**src/rtl/bran_cmp_arbiter_pkg.sv**
```systemverilog
// Shared types and the 32-bit magnitude compare used by the branch/SLT comparator arbiter.
package bran_cmp_arbiter_pkg;

    typedef enum logic [1:0] {
        BRAN_GT = 2'd0,
        BRAN_LT = 2'd1,
        BRAN_EQ = 2'd2
    } bran_code_t;

    // Differing sign bits settle the result without looking at the magnitudes;
    // equal sign bits make the low 31 bits order correctly for both signed and unsigned.
    function automatic bran_code_t bran_cmp(input logic [31:0] rs1,
                                            input logic [31:0] rs2,
                                            input logic        sign);
        if (rs1[31] != rs2[31])
            return sign ? bran_code_t'({1'b0, rs1[31]}) : bran_code_t'({1'b0, rs2[31]});
        else if (rs1[30:0] == rs2[30:0])
            return BRAN_EQ;
        else if (rs1[30:0] > rs2[30:0])
            return BRAN_GT;
        else
            return BRAN_LT;
    endfunction

endpackage

```
**src/rtl/bran_cmp_arbiter_if.sv**
```systemverilog
// Request/response bundle between the issue-side requesters and the shared comparator.
interface bran_cmp_arbiter_if
    import bran_cmp_arbiter_pkg::*;
#(
    parameter int NREQ  = 2,
    parameter int TAG_W = 4
);
    logic [NREQ-1:0]             req_valid;
    logic [NREQ-1:0]             req_ready;
    logic [NREQ-1:0][31:0]       req_rs1;
    logic [NREQ-1:0][31:0]       req_rs2;
    logic [NREQ-1:0]             req_sign;
    logic [NREQ-1:0][TAG_W-1:0]  req_tag;
    logic [NREQ-1:0]             rsp_valid;
    logic [NREQ-1:0]             rsp_ready;
    bran_code_t                  rsp_eqz;
    logic [TAG_W-1:0]            rsp_tag;

    modport master (
        output req_valid, req_rs1, req_rs2, req_sign, req_tag, rsp_ready,
        input  req_ready, rsp_valid, rsp_eqz, rsp_tag
    );

    modport slave (
        input  req_valid, req_rs1, req_rs2, req_sign, req_tag, rsp_ready,
        output req_ready, rsp_valid, rsp_eqz, rsp_tag
    );

endinterface

```
**src/rtl/bran_rr_pick.sv**
```systemverilog
// Round-robin priority picker: first set request at or above ptr, wrapping to 0.
module bran_rr_pick #(
    parameter int NREQ  = 2,
    parameter int IDX_W = $clog2(NREQ)
) (
    input  logic [NREQ-1:0]  req,
    input  logic [IDX_W-1:0] ptr,
    output logic [NREQ-1:0]  onehot,
    output logic [IDX_W-1:0] idx,
    output logic             any
);

    // NOTE: every output gets a default before the search loop so no latch is inferred.
    always_comb begin
        int j;
        j      = 0;
        onehot = '0;
        idx    = '0;
        any    = 1'b0;
        for (int k = 0; k < NREQ; k++) begin
            j = int'(ptr) + k;
            if (j >= NREQ)
                j = j - NREQ;
            if (!any && req[j]) begin
                any       = 1'b1;
                onehot[j] = 1'b1;
                idx       = IDX_W'(j);
            end
        end
    end

endmodule

```
**src/rtl/bran_cmp_arbiter.sv**
```systemverilog
// One shared 32-bit comparator, round-robin arbitrated, with a one-entry registered response slot.
module bran_cmp_arbiter
    import bran_cmp_arbiter_pkg::*;
#(
    parameter int NREQ  = 2,
    parameter int TAG_W = 4
) (
    input  logic                  clk,
    input  logic                  rst_n,
    input  logic                  flush,
    bran_cmp_arbiter_if.slave     bus
);

    localparam int IDX_W = $clog2(NREQ);

    logic [IDX_W-1:0] rr_ptr;
    logic [IDX_W-1:0] grant_idx;
    logic [NREQ-1:0]  grant_oh;
    logic             grant_any;
    logic             rsp_fire;
    logic             slot_free;
    logic             accept;
    bran_code_t       cmp_code;

    logic [NREQ-1:0]  rsp_valid_q;
    bran_code_t       rsp_eqz_q;
    logic [TAG_W-1:0] rsp_tag_q;

    bran_rr_pick #(
        .NREQ  (NREQ),
        .IDX_W (IDX_W)
    ) u_pick (
        .req    (bus.req_valid),
        .ptr    (rr_ptr),
        .onehot (grant_oh),
        .idx    (grant_idx),
        .any    (grant_any)
    );

    // Only the owner's rsp_ready can drain the slot, since rsp_valid is one-hot.
    assign rsp_fire  = |(rsp_valid_q & bus.rsp_ready);
    assign slot_free = ~|rsp_valid_q | rsp_fire;
    assign accept    = grant_any & slot_free & ~flush;

    assign bus.req_ready = accept ? grant_oh : '0;
    assign cmp_code      = bran_cmp(bus.req_rs1[grant_idx], bus.req_rs2[grant_idx],
                                    bus.req_sign[grant_idx]);

    assign bus.rsp_valid = rsp_valid_q;
    assign bus.rsp_eqz   = rsp_eqz_q;
    assign bus.rsp_tag   = rsp_tag_q;

    // NOTE: sequential state uses non-blocking assignments so all registers update together.
    always_ff @(posedge clk or negedge rst_n) begin
        if (!rst_n) begin
            rsp_valid_q <= '0;
            rsp_eqz_q   <= BRAN_EQ;
            rsp_tag_q   <= '0;
            rr_ptr      <= '0;
        end else if (flush) begin
            rsp_valid_q <= '0;
        end else if (accept) begin
            rsp_valid_q <= grant_oh;
            rsp_eqz_q   <= cmp_code;
            rsp_tag_q   <= bus.req_tag[grant_idx];
            rr_ptr      <= (grant_idx == IDX_W'(NREQ - 1)) ? '0 : grant_idx + IDX_W'(1);
        end else if (rsp_fire) begin
            rsp_valid_q <= '0;
        end
    end

    a_rsp_onehot : assert property (@(posedge clk) disable iff (!rst_n)
        $onehot0(rsp_valid_q));

    a_rsp_stable : assert property (@(posedge clk) disable iff (!rst_n)
        (|rsp_valid_q && !rsp_fire && !flush) |=>
            ($stable(rsp_valid_q) && $stable(rsp_eqz_q) && $stable(rsp_tag_q)));

    a_no_code3 : assert property (@(posedge clk) disable iff (!rst_n)
        rsp_eqz_q != 2'b11);

endmodule

```
**src/flat_wrapper.sv**
```systemverilog
// flat-port wrapper written by rule: the top's interface ports become plain ports
module bran_cmp_arbiter_flat import bran_cmp_arbiter_pkg::*;
#(
    parameter int NREQ  = 2,
    parameter int TAG_W = 4
)
  (clk, rst_n, flush, bus_req_valid, bus_req_rs1, bus_req_rs2, bus_req_sign, bus_req_tag, bus_rsp_ready, bus_req_ready, bus_rsp_valid, bus_rsp_eqz, bus_rsp_tag);
  bran_cmp_arbiter_if #(.NREQ(NREQ), .TAG_W(TAG_W)) bus_i ();
  input  logic clk;
  input  logic rst_n;
  input  logic flush;
  input wire logic [$bits(bus_i.req_valid)-1:0] bus_req_valid;
  input wire logic [$bits(bus_i.req_rs1)-1:0] bus_req_rs1;
  input wire logic [$bits(bus_i.req_rs2)-1:0] bus_req_rs2;
  input wire logic [$bits(bus_i.req_sign)-1:0] bus_req_sign;
  input wire logic [$bits(bus_i.req_tag)-1:0] bus_req_tag;
  input wire logic [$bits(bus_i.rsp_ready)-1:0] bus_rsp_ready;
  output wire logic [$bits(bus_i.req_ready)-1:0] bus_req_ready;
  output wire logic [$bits(bus_i.rsp_valid)-1:0] bus_rsp_valid;
  output wire logic [$bits(bus_i.rsp_eqz)-1:0] bus_rsp_eqz;
  output wire logic [$bits(bus_i.rsp_tag)-1:0] bus_rsp_tag;
  assign bus_i.req_valid = bus_req_valid;
  assign bus_i.req_rs1 = bus_req_rs1;
  assign bus_i.req_rs2 = bus_req_rs2;
  assign bus_i.req_sign = bus_req_sign;
  assign bus_i.req_tag = bus_req_tag;
  assign bus_i.rsp_ready = bus_rsp_ready;
  assign bus_req_ready = bus_i.req_ready;
  assign bus_rsp_valid = bus_i.rsp_valid;
  assign bus_rsp_eqz = bus_i.rsp_eqz;
  assign bus_rsp_tag = bus_i.rsp_tag;
  bran_cmp_arbiter #(.NREQ(NREQ), .TAG_W(TAG_W)) u_core (.clk(clk), .rst_n(rst_n), .flush(flush), .bus(bus_i));
endmodule
```
**config.mk**
```make
export PLATFORM = sky130hd
export DESIGN_NAME = bran_cmp_arbiter_flat
export DESIGN_NICKNAME = d
export VERILOG_FILES = /design/src/rtl/bran_cmp_arbiter_pkg.sv /design/src/rtl/bran_cmp_arbiter_if.sv /design/src/rtl/bran_rr_pick.sv /design/src/rtl/bran_cmp_arbiter.sv /design/src/flat_wrapper.sv
export SDC_FILE = /design/constraint.sdc
export NUM_CORES = 1
export LEC_CHECK = 0
export CORE_AREA = 2 2 73 88
export DETAILED_ROUTE_END_ITERATION = 8
export DIE_AREA = 0 0 75 90
export GPL_TIMING_DRIVEN = 1
export MAX_ROUTING_LAYER = met4
export PLACE_DENSITY = 0.8
export SLEW_MARGIN = 5
export SYNTH_ARGS = -nofsm -noshare
export SYNTH_HDL_FRONTEND = slang
export SYNTH_SLANG_ARGS = --single-unit
```
**constraint.sdc**
```tcl
create_clock -name clk -period 2.8 [get_ports clk]
set_input_delay 0.28 -clock clk [delete_from_list [all_inputs] [get_ports clk]]
set_output_delay 0.28 -clock clk [all_outputs]
set_load 0.05 [all_outputs]
```
# Word-level counts from Yosys, hierarchy flattened
# Cells that the tools add are included.
word_totals:
  input_bits: 145
  register_bits: 9
classes:
  reduce_logical: 9
  addsub: 4
  magnitude_cmp: 8
  eq_ne: 2
  bitwise: 6
  n_mux: 35
op_table:
  columns: ["op", "count"]
  rows:
  - ["$mux 32", 6]
  - ["$ge 32x1->1 const B", 2]
  - ["$lt 32x3->1 const B", 2]
  - ["$eq 31x31->1", 1]
  - ["$gt 31x31->1", 1]
  - ["$mux 1", 17]
  - ["$mux 2", 8]
  - ["$mux 4", 2]
  - ["$reduce_or 2->1", 2]
  - ["$logic_and 1x1->1", 3]
  - ["$reduce_bool 3->1", 1]
  - ["$sub 1x2->3 const B", 1]
  - ["$sub 2x2->3 const B", 1]
  - ["$add 1x1->2 const B", 1]
  - ["$and 1x1->1", 2]
  - ["$and 2x2->2", 1]
  - ["$demux 1 s1", 2]
  - ["$ge 1x2->1 const B", 1]
  - ["$ge 2x2->1 const B", 1]
  - ["$logic_not 1->1", 2]
  - ["$lt 1x2->1 const B", 1]
  - ["$or 2x2->2", 1]
  - ["$reduce_and 2->1", 1]
  - ["$add 1x1->1 const B", 1]
  - ["3 further kinds", 3]

# Depth between registers and ports, before layout
logic_depth:
  ltp_word: 15
  mapped_depth: 11
  mapped_depth_nobuf: 9

# Hierarchy
# A second synthesis with hierarchy kept.
hier_totals:
  cells_unflattened: 205
  area_unflattened_um2: 1868.0
modules_own_cells:
  columns: ["module", "area_per_inst_um2", "instances", "seq_area_each_um2", "cells_per_inst"]
  rows:
  - ["bran_cmp_arbiter", 1835.5, 1, 226.5, 200]
  - ["bran_rr_pick", 32.5, 1, 0.0, 5]

# Worst setup path after synthesis
# Ideal clock, no wire load.
synth_timing:
  path_type: "reg2reg"
  from: "register u_core.rr_ptr"
  to: "register u_core.rsp_eqz_q[0], in the netlist u_core.bus.rsp_eqz[0]"
  setup_time_ps: 127
  required_ps: 2673
  n_path_buf: 1
  arrival_ps: 2369
  path_stages_with_launch: 11
  synth_period_minus_slack_ps: 2496
  slack_ps: 304
  cell_sequence: "dfrtp_1 -> nand2b_1 -> nand2_1 -> buf_2 -> mux2_2 -> ha_1 -> nand4_1 -> nor4_1 -> nand2_1 -> a41oi_1 -> a211oi_1"
synth_via:
  elab_chain_cells: 15
synth_lines:
  columns: ["element", "line_no", "source"]
  rows:
  - ["from (decl)", "bran_cmp_arbiter.sv:16", "logic [IDX_W-1:0] rr_ptr;"]
  - ["from (signal assigned)", "bran_cmp_arbiter.sv:66", "rr_ptr <= (grant_idx == IDX_W'(NREQ - 1)) ? '0 : grant_idx + IDX_W'(1);"]
  - ["$sub 1x2->3 or $ge 1x2->1 (tied branches)", "bran_rr_pick.sv:23, bran_rr_pick.sv:22", null]
  - ["$mux 32", "bran_rr_pick.sv:22", "if (j >= NREQ)"]
  - ["$mux 1 (not written as such) (3 in a row)", "bran_rr_pick.sv:24", "if (!any && req[j]) begin"]
  - ["$mux 1", "bran_rr_pick.sv:24", null]
  - ["$logic_not 1->1", "bran_rr_pick.sv:24", null]
  - ["$logic_and 1x1->1", "bran_rr_pick.sv:24", null]
  - ["$mux 1", "bran_rr_pick.sv:24", null]
  - ["$mux 32 (not written as such) (2 in a row)", "bran_cmp_arbiter.sv:46", "assign cmp_code = bran_cmp(bus.req_rs1[grant_idx], bus.req_rs2[grant_idx],"]
  - ["$gt 31x31->1", "bran_cmp_arbiter_pkg.sv:19", "else if (rs1[30:0] > rs2[30:0])"]
  - ["$mux 1", "bran_cmp_arbiter_pkg.sv:19", null]
  - ["$mux 2", "bran_cmp_arbiter_pkg.sv:17", "else if (rs1[30:0] == rs2[30:0])"]
  - ["$mux 2", "bran_cmp_arbiter_pkg.sv:15", "if (rs1[31] != rs2[31])"]
  - ["to (signal assigned)", "bran_cmp_arbiter.sv:64", "rsp_eqz_q <= cmp_code;"]
  - ["to (decl)", "bran_cmp_arbiter.sv:26", "bran_code_t rsp_eqz_q;"]
# Parallel ways exist; a longest one is shown, timed or not. The select of a mux whose other input is x is not followed.
# A chain may end at the register's enable or synchronous reset.

# Worst setup path in the final report
# Ends and elaborated chain as after synthesis.

==> metrics.md <==
| Metric | Value |
|---|---|
| Outcome | `complete, no violations` |
| Final setup margin | `167 ps` |
| Dpl cell area | `3740 sq um` |
| Finish-stage setup viols | `0` |
| RSZ-0062 raised after global routing | `no` |
| Relative slew slack | `63.7%` |
| CTS clk-pin slew, worst paths | `40 ps` |
| Most frequent cells in the layout | `151 x clkdlybuf4s50_1, 34 x mux2i_1, 32 x buf_4` |
| Peak VDD IR | `0.248 mV` |
| Count of buffers from port buffering | `154` |
| Syn nets | `380` |
| Final min period | `2630 ps` |
| Clk_lat worst skew | `220 ps` |
| Routed len/inst | `14.0 um` |
| Netlist Area Pre-Place | `1890 sq um` |
| Synth async-reset ratio | `100%` |
| #FFs+latches synth | `9` |
| Number of fill cells | `510` |
| Worst flop-to-flop path startpoint | `u_core.rr_ptr` |
| Dpl hpwl | `5710 um` |
| CTS tree | `yes` |
| Vias in the first global route | `2395` |
| Gr ovfl total | `0` |
| Global-route wire length before repair | `9840 um` |
| DRC violations left | `0` |
| Max clock buf depth | `2` |
| Post-synth top flop | `dfrtp_1` |
| Die area | `6750 sq um` |
| Maxcap violations | `0` |
| CP Capture Type | `flip-flop` |
| Core Area | `5930 sq um` |
| DIE WIDTH | `75 um` |
| Most common cell after layout, fill and taps aside | `clkdlybuf4s50_1` |
| Post-synth cell types | `36` |
| Ports | `155` |
| Multi-input logic area | `1630 sq um` |
| GRT Resource Usage Total | `18.4%` |
| Largest net degree at the start of global routing | `19` |
| Met3 wire length | `528 um` |
| Ant diodes | `0` |
| Clock sink count | `9` |
| Post-synthesis sequential area ratio | `12.0%` |
| Final Max Tran Viols | `0` |
| HP Class | `in2async` |
| Syn. warnings | `0` |
| Storage cell area | `226 sq um` |
| Layout cells sized above 1 | `21.2%` |
| Leak Pwr | `1.73 nW` |
| Detail Route Antenna Nets | `0` |
| Final WL | `6600 um` |
| Max FO, Critical Path | `8` |
| Fin nets | `568` |
| # H-tree levels | `1` |
| Via count | `2319` |
| Clock root cell | `clkbuf_8` |
| Initial Util | `31.8%` |
| Fmax achieved | `380 MHz` |
| CP Launch Type | `flip-flop` |
| Rows | `31` |
| Met1 wire length | `2500 um` |
| Worst Path Arrival | `2770 ps` |
| DRT iter0 DRCs | `45` |
| DIE HEIGHT | `90 um` |
| Uppermost layer routed | `met4` |
| Antenna violations before repair | `0` |
| Fin area | `3910 sq um` |
| Worst Path Class, Setup | `reg2reg` |
| P per Cell Area | `302 nW/um^2` |
| Req. time, crit path | `2940 ps` |
| Final Hold Viols | `0` |
| Worst setup path startpoint | `u_core.rr_ptr` |
| Setup Skew | `1.88 ps` |
| Pre-antenna DRT Iters | `4` |
| Place WS | `-200 ps` |
| Vias per inst | `4.90` |
| EDFF count, synth | `0` |
| Cells after synthesis | `204` |
| Met2 wire len | `3470 um` |
| Total Power | `1.18 mW` |
| Syn Area/Cell | `9.25 sq um` |
| Fin crit share | `94.0%` |
| Slew @ Worst Pin | `543 ps` |
| TritonCTS Buffers | `3` |
| GP Congestion | `0.797` |
| Area Overhead vs Synth | `107%` |
==> area by class of cell <==
type / instances / area share, %
repair buffers: 191 / 48.5
well taps: 82 / 2.62
multi-input cells: 185 / 41.8
clock buffers: 4 / 1.15
flip-flops and latches: 9 / 5.79
inverters: 2 / 0.192
==> power breakdown <==
group          switching [mW]  leakage, nW  internal [mW]
logic                   0.366         1.61          0.502
clock network          0.0442       0.0228         0.0986
registers              0.0144        0.102          0.155
total                   0.425         1.73          0.756
==> repair_timing <==
action	in CTS	in global routing
hold buffers	0	0
gates resized for setup	0	9
setup buffers	0	9
endpoints found under the setup margin	0	1
==> worst paths after layout <==
check | endpoint | slack [ps] | depth (start not counted)
worst max-delay path | u_core.bus.rsp_eqz[0] | 170 | 11
worst min-delay path | u_core.rr_ptr | 360 | 1
worst max register to register | u_core.bus.rsp_eqz[0] | 170 | 11
worst min register to register | u_core.bus.rsp_tag[2] | 520 | 2
max in group asynchronous | u_core.bus.rsp_eqz[1] | 2110 | 1
min in group clk | u_core.bus.rsp_tag[2] | 520 | 2
==> kinds of logic after synthesis <==
logic type / after synthesis / share of synthesized area [%]
AOI/OAI and AO/OA: 38 / 13.3
xor gates and xnor gates: 2 / 0.929
adders and majority gates: 31 / 20.6
buffers and inverters: 10 / 3.05
DFF: 9 / 12.0
muxes: 66 / 37.1
and+or+nand+nor: 48 / 13.1
==> sequential cells by signal, indices dropped and copies added (netlist names) <==
register,flops
u_core.bus.rsp_tag,4
u_core.rr_ptr,1
u_core.bus.rsp_eqz,2
u_core.bus.rsp_valid,2
==> through the flow <==
step                      TNS (ps)  instances  util [%]  hold WS (ps)
after floorplan                  0        204         -         -15.6
after global placement       -78.6        459      63.0           510
after detailed placement      -200        459      63.0           526
after CTS                        0        463      63.7           370
after global routing             0        473      65.9           393
final                            0        473      65.9           361
==> critical path, cell delays in order (launching register included) <==
cell and delay, ps:
dfrtp_1 390, nand2b_1 200, nand2_4 110, buf_4 130
buf_12 110, mux2_2 330, ha_1 300, a21o_1 150
a21o_1 170, a222oi_1 330, nand3_1 140, a211oi_2 190
==> synthesized netlist by cell type (2+ instances only) <==
cell / n / area [sq um]
a31o_2: 2 / 17.5
nand2_1: 9 / 33.8
nor2_1: 15 / 56.3
nand4_1: 7 / 43.8
inv_1: 2 / 7.51
buf_2: 4 / 20.0
mux2_2: 31 / 349
buf_4: 4 / 30.0
a21o_1: 2 / 15.0
mux2i_1: 35 / 350
o21ai_0: 7 / 35.0
ha_1: 31 / 388
a21oi_1: 18 / 90.1
a211oi_1: 2 / 15.0
nor2b_1: 2 / 12.5
nor3_1: 2 / 10.0
dfrtp_1: 8 / 200
nand2b_1: 2 / 12.5
nand3_1: 2 / 10.0
nor4_1: 2 / 12.5
and3b_1: 2 / 17.5
==> routing by layer <==
layer,up-vias,global-route usage [%]
li1,1161,-
met1,1042,20.3
met2,102,33.6
met3,14,2.69
met4,0,3.87
met5,-,-
(Power assumes the default switching activity.)
